<file path="src/rtl/gsensor_spi_responder_pkg.sv">
// Shared definitions for the G-sensor SPI responder: FSM encoding,
// command byte bit positions and register address width.
package gsensor_spi_responder_pkg;

  localparam int ADDR_W     = 6;
  localparam int REG_COUNT  = 1 << ADDR_W;
  localparam int CMD_RW_BIT = 7;
  localparam int CMD_MB_BIT = 6;

  typedef enum logic [1:0] {
    ST_IDLE = 2'd0,
    ST_CMD  = 2'd1,
    ST_DATA = 2'd2
  } state_t;

endpackage

</file>
<file path="src/rtl/gsensor_spi_responder_spi_input_sync.sv">
// Two-flop synchronizer with rise/fall detection on the synchronized level.
// IDLE_LEVEL is the value the chain resets to, so no false edge follows reset.
module spi_input_sync #(
  parameter logic IDLE_LEVEL = 1'b1
) (
  input  logic clk,
  input  logic reset,
  input  logic din,
  output logic q,
  output logic rise,
  output logic fall
);

  logic meta_reg;
  logic sync_reg;
  logic prev_reg;

  always_ff @(posedge clk or posedge reset) begin
    if (reset) begin
      meta_reg <= IDLE_LEVEL;
      sync_reg <= IDLE_LEVEL;
      prev_reg <= IDLE_LEVEL;
    end else begin
      meta_reg <= din;
      sync_reg <= meta_reg;
      prev_reg <= sync_reg;
    end
  end

  assign q    = sync_reg;
  assign rise = sync_reg & ~prev_reg;
  assign fall = ~sync_reg & prev_reg;

endmodule

</file>
<file path="src/rtl/gsensor_spi_responder.sv">
// SPI mode-3 register-file responder modelled on an accelerometer: 64x8
// registers, read-only device ID at 0x00, single or multi-byte access.
module gsensor_spi_responder
  import gsensor_spi_responder_pkg::*;
#(
  parameter logic [7:0] DEVID            = 8'hE5,
  parameter int         MIN_CLK_PER_SCLK = 8
) (
  input  logic              clk,
  input  logic              reset,
  input  logic              spi_cs_n,
  input  logic              spi_sclk,
  input  logic              spi_mosi,
  output logic              spi_miso,
  output logic              spi_miso_oe,
  input  logic              host_wr_en,
  input  logic [ADDR_W-1:0] host_wr_addr,
  input  logic [7:0]        host_wr_data,
  output logic              spi_wr_valid,
  output logic [ADDR_W-1:0] spi_wr_addr,
  output logic [7:0]        spi_wr_data
);

  if (MIN_CLK_PER_SCLK < 8) begin : g_rate_check
    $error("gsensor_spi_responder needs at least 8 clk cycles per SCLK period");
  end

  // Bit order: 0 = mosi, 1 = sclk, 2 = cs_n; idle levels match an idle bus.
  localparam logic [2:0] SYNC_IDLE = 3'b110;

  logic [2:0] sync_in;
  logic [2:0] sync_q;
  logic [2:0] sync_rise;
  logic [2:0] sync_fall;

  assign sync_in = {spi_cs_n, spi_sclk, spi_mosi};

  for (genvar gi = 0; gi < 3; gi++) begin : g_sync
    spi_input_sync #(
      .IDLE_LEVEL(SYNC_IDLE[gi])
    ) u_sync (
      .clk  (clk),
      .reset(reset),
      .din  (sync_in[gi]),
      .q    (sync_q[gi]),
      .rise (sync_rise[gi]),
      .fall (sync_fall[gi])
    );
  end

  logic mosi_q, cs_q, cs_rise, cs_fall, sclk_rise, sclk_fall;
  logic unused_edges;

  assign mosi_q       = sync_q[0];
  assign cs_q         = sync_q[2];
  assign cs_rise      = sync_rise[2];
  assign cs_fall      = sync_fall[2];
  assign sclk_rise    = sync_rise[1] & ~cs_q;
  assign sclk_fall    = sync_fall[1] & ~cs_q;
  assign unused_edges = ^{sync_q[1], sync_rise[0], sync_fall[0]};

  // After reset the synchronizer starts at cs_n=1; a master that is still
  // mid-transfer would look like a CS fall, so require a real high CS first.
  logic [1:0] settle_cnt_reg;
  logic       armed_reg;
  logic       cs_start;

  always_ff @(posedge clk or posedge reset) begin
    if (reset) begin
      settle_cnt_reg <= 2'd0;
      armed_reg      <= 1'b0;
    end else begin
      if (settle_cnt_reg != 2'd3) settle_cnt_reg <= settle_cnt_reg + 2'd1;
      if (settle_cnt_reg == 2'd3 && cs_q) armed_reg <= 1'b1;
    end
  end

  assign cs_start = cs_fall & armed_reg;

  state_t state_reg, state_next;
  logic [2:0]        bit_cnt_reg;
  logic [7:0]        shift_in_reg;
  logic [7:0]        shift_out_reg;
  logic              rw_reg, mb_reg, miso_reg;
  logic [ADDR_W-1:0] addr_reg;
  logic [7:0]        regfile_reg [REG_COUNT];
  logic [7:0]        byte_in;
  logic [7:0]        rd_data;
  logic              byte_done;
  logic              spi_we;

  assign byte_in   = {shift_in_reg[6:0], mosi_q};
  assign byte_done = sclk_rise && (bit_cnt_reg == 3'd7);
  assign spi_we    = (state_reg == ST_DATA) && byte_done && !rw_reg;
  assign rd_data   = (addr_reg == '0) ? DEVID : regfile_reg[addr_reg];

  always_ff @(posedge clk or posedge reset) begin
    if (reset) state_reg <= ST_IDLE;
    else       state_reg <= state_next;
  end

  always_comb begin
    state_next = state_reg;
    if (cs_rise) begin
      state_next = ST_IDLE;
    end else if (cs_start) begin
      state_next = ST_CMD;
    end else if (state_reg == ST_CMD && byte_done) begin
      state_next = ST_DATA;
    end
  end

  always_comb begin
    spi_miso_oe = (state_reg == ST_DATA) && rw_reg && !cs_q;
    spi_miso    = spi_miso_oe ? miso_reg : 1'b0;
  end

  always_ff @(posedge clk or posedge reset) begin
    if (reset) begin
      bit_cnt_reg   <= 3'd0;
      shift_in_reg  <= 8'd0;
      shift_out_reg <= 8'd0;
      rw_reg        <= 1'b0;
      mb_reg        <= 1'b0;
      addr_reg      <= '0;
      miso_reg      <= 1'b0;
      spi_wr_valid  <= 1'b0;
      spi_wr_addr   <= '0;
      spi_wr_data   <= 8'd0;
    end else begin
      spi_wr_valid <= 1'b0;
      if (cs_start) begin
        bit_cnt_reg <= 3'd0;
        miso_reg    <= 1'b0;
      end else if (state_reg == ST_CMD) begin
        if (sclk_rise) begin
          shift_in_reg <= byte_in;
          bit_cnt_reg  <= bit_cnt_reg + 3'd1;
          if (byte_done) begin
            rw_reg   <= byte_in[CMD_RW_BIT];
            mb_reg   <= byte_in[CMD_MB_BIT];
            addr_reg <= byte_in[ADDR_W-1:0];
          end
        end
      end else if (state_reg == ST_DATA) begin
        if (sclk_rise) begin
          shift_in_reg <= byte_in;
          bit_cnt_reg  <= bit_cnt_reg + 3'd1;
          if (byte_done) begin
            if (!rw_reg) begin
              spi_wr_valid <= 1'b1;
              spi_wr_addr  <= addr_reg;
              spi_wr_data  <= byte_in;
            end
            if (mb_reg) addr_reg <= addr_reg + 1'b1;
          end
        end else if (sclk_fall && rw_reg) begin
          // First fall of each byte takes a fresh snapshot of the register.
          if (bit_cnt_reg == 3'd0) begin
            miso_reg      <= rd_data[7];
            shift_out_reg <= {rd_data[6:0], 1'b0};
          end else begin
            miso_reg      <= shift_out_reg[7];
            shift_out_reg <= {shift_out_reg[6:0], 1'b0};
          end
        end
      end
    end
  end

  // SPI write takes priority over a host write to the same address.
  always_ff @(posedge clk or posedge reset) begin
    if (reset) begin
      for (int i = 0; i < REG_COUNT; i++) regfile_reg[i] <= 8'd0;
    end else begin
      for (int i = 1; i < REG_COUNT; i++) begin
        if (spi_we && addr_reg == ADDR_W'(i))
          regfile_reg[i] <= byte_in;
        else if (host_wr_en && host_wr_addr == ADDR_W'(i))
          regfile_reg[i] <= host_wr_data;
      end
    end
  end

endmodule

</file>
<file path="config.mk">
export PLATFORM = sky130hd
export DESIGN_NAME = gsensor_spi_responder
export DESIGN_NICKNAME = d
export VERILOG_FILES = /design/src/rtl/gsensor_spi_responder_pkg.sv /design/src/rtl/gsensor_spi_responder_spi_input_sync.sv /design/src/rtl/gsensor_spi_responder.sv
export SDC_FILE = /design/constraint.sdc
export NUM_CORES = 2
export LEC_CHECK = 0
export BUFFER_PORTS_ARGS = -buffer_cell sky130_fd_sc_hd__buf_2
export CAP_MARGIN = 20
export CORE_MARGIN = 2
export CORE_UTILIZATION = 45
export CTS_CLUSTER_SIZE = 40
export DETAILED_ROUTE_END_ITERATION = 8
export PLACE_DENSITY = 0.68
export RECOVER_POWER = 25
export SLEW_MARGIN = 30
export SYNTH_ARGS = -nofsm -noshare
export SYNTH_HDL_FRONTEND = slang
export SYNTH_SLANG_ARGS = --single-unit
</file>
<file path="constraint.sdc">
create_clock -name clk -period 29 [get_ports clk]
set_clock_uncertainty 0.1 [all_clocks]
set_input_delay 8.7 -clock clk [delete_from_list [all_inputs] [get_ports clk]]
set_output_delay 8.7 -clock clk [all_outputs]
set_load 0.01 [all_outputs]
</file>
==> reports/results.ini <==
[status]
status=complete, but fails checks
violations=capacitance limit, slew limit

[worst_setup_path]
path_cells=clkbuf_1, clkinvlp_2, clkbuf_1
required_ps=28240
cpPeakStageDelay_ps=3380
path_common_cell=clkbuf_1
critPathCaptureType=async pin
cp.arrival_ps=15230
r2r_end=shift_out_reg[6]
worstSetupPathType=in -> async
reg2reg_from=addr_reg[0]
cp_max_fo=120
critPathSlowestCell=clkbuf_1
reg2reg_slack_ps=17310
start_kind=primary input
r2r_cells=7

[detailed_routing]
drc=0
wl_per_cell_um=24.7
vias_per_cell=6.20
dr.pass1.iters=6
num_vias=23300
drtIter0Drc=2522
routed_wl_mm=92.9
ant_nets=0

[placed_design]
port_buffers=36
dp_hpwl_mm=57.6
pre_cts_slack_ps=17730
gpl.final_weighted_congestion=0.954

[layout]
area_delta_synth_final_pct=8.11
drive_gt1_share_pct=11.9
multi_input_area_mm2=0.0153
num-fill-cells=5939
nets=2872
largest_reg_flops=504
regArea_mm2=0.0140
final_common_cell=mux2i_1
final_core_util_pct=49.1
final_cell_mix=576 x mux2i_1, 542 x dfrtp_1, 506 x nor2_1, 491 x a21oi_1, 141 x nand2_1

[cts]
cts_buffers=60
clk_pin_slew_ps=60
htreeDepth=2
cts_tree=yes
ctsHoldBuffers=0
clk_path_buf_depth=3
cts.sinks=558
ctsResizeCount=0
root_buffer=clkbuf_16
clk_latency_ps=660
cts_setup_buffers=0

[global_route]
gr-total-overflow=0
antenna_found_initial=1
grt_pass1_vias=23200
grt_usage_pct=26.4
grt_max_degree=187
grt_pass1_wl_mm=143

[sta]
setup_viol=0
maxSlewViolCount=441
tightest_slew_ps=7680
maxSlewHeadroom_pct=-412
min_period_ps=15990
setup_tns_ps=0
rsz0062_at_grt=no
hold_violations=0
period_share_pct=55.2
fin_ws_ps=13010
fmax_ghz=0.0625

[yosys]
netlist_instances=2961
synth_async_sr_flop_share_pct=100
synth_edf_count=0
yosysUniqueCellTypes=63
ys_warn_count=8
ys_ff_latch=558
syn-num-nets=2991
syn_avg_cell_area_um2=10.3
yosysSeqAreaShare_pct=45.9
syn_area_mm2=0.0304
ys.flop_type=dfrtp_1

[pwr]
leakagePower_nw=14.5
ir_worst_vdd_v=0.0000475
powerDensity_mw_per_mm2=59.9

[die]
ios=37
die_w_um=264
rows=95
core_area_mm2=0.0670
initial_core_util_pct=45.4
die_y_um=264
dieArea_mm2=0.0697

[min_path]
hold_end=g_sync[0].u_sync.q
min-delay-start=g_sync[0].u_sync.meta_reg
hold_path.class=reg -> reg
min_path_cells=0

[job]
max_cap_violations=6

-- report_power, final --
group | total [W] | leakage [nW] | internal (W) | switching, W
Sequential | 0.000934 | 5.60 | 0.000874 | 0.0000599
Combinational | 0.000255 | 7.96 | 0.000106 | 0.000149
Clock | 0.000782 | 0.982 | 0.000452 | 0.000330
Total | 0.00197 | 14.5 | 0.00143 | 0.000539
-- how the worst max path moves through the flow --
stage / startpoint / end / slack (ps)
floorplan: reset / addr_reg[0] / 4610
global placement: reset / regfile_reg[130] / 17780
detailed placement: reset / regfile_reg[77] / 17730
CTS: state_reg[0] / spi_miso / 18330
global route: reset / shift_in_reg[3] / 11400
finish: reset / shift_in_reg[3] / 13010
-- critical path: cells and delay by family --
family	cells	cell delay [ps]
buffers and inverters	3	6400
-- Yosys cell counts, drive strengths merged, types with 5 or more instances --
master	instances	share of area [%]
and3	9	0.19
nand4	7	0.14
o21ai	57	0.94
inv	11	0.14
nand2	141	1.7
or2	8	0.16
nor4	5	0.10
buf	62	1.3
nand2b	10	0.21
nand3	59	1.0
mux2i	576	19
mux4	105	7.9
mux2	30	1.1
nor3	15	0.30
ha	10	0.41
dfrtp	552	45
o211ai	6	0.15
clkbuf	197	2.4
a21oi	491	8.1
nor2	526	6.7
a22oi	18	0.44
nor3b	5	0.16
dfstp	6	0.52
-- cell families after synthesis --
family / Yosys count / share of synthesized area [%]
AO/OA/AOI/OAI: 606 / 10.6
flip-flops: 558 / 45.9
multiplexers: 711 / 28.0
buffers and inverters: 271 / 3.91
XOR/XNOR: 2 / 0.0576
AND/OR/NAND/NOR: 803 / 11.1
adder cells (fa/ha/maj): 10 / 0.411
-- area by class of cell --
cell class	instances	share of cell area, %
timing repair buffer	78	1.51
tap	873	3.32
multi-input combinational	2132	46.5
antenna	1	0.00761
inverter	12	0.141
clock buffer	88	5.31
sequential	558	42.5
clock inverter	21	0.730
-- routing by layer --
layer  track usage [%]  vias up  wire [µm]
met5                 0        -          0
met4              11.7        0       4090
met3              5.31      237       8120
met2              42.2     1138      43700
met1              35.1    11700      37000
li1                  -    10300          -
-- through the flow --
stage / instance area [µm²] / hold WS [ps] / power (W) / instances
4_1_cts: 32900 / 258 / 0.00197 / 3761
6_report: 32900 / 261 / 0.00197 / 3763
3_3_place_gp: 30900 / 246 / 0.00118 / 3652
3_5_place_dp: 30900 / 243 / 0.00120 / 3652
5_1_grt: 32900 / 269 / 0.00204 / 3762
2_1_floorplan: 30400 / 231 / 0.00111 / 2961
(Power assumes the default switching activity.)
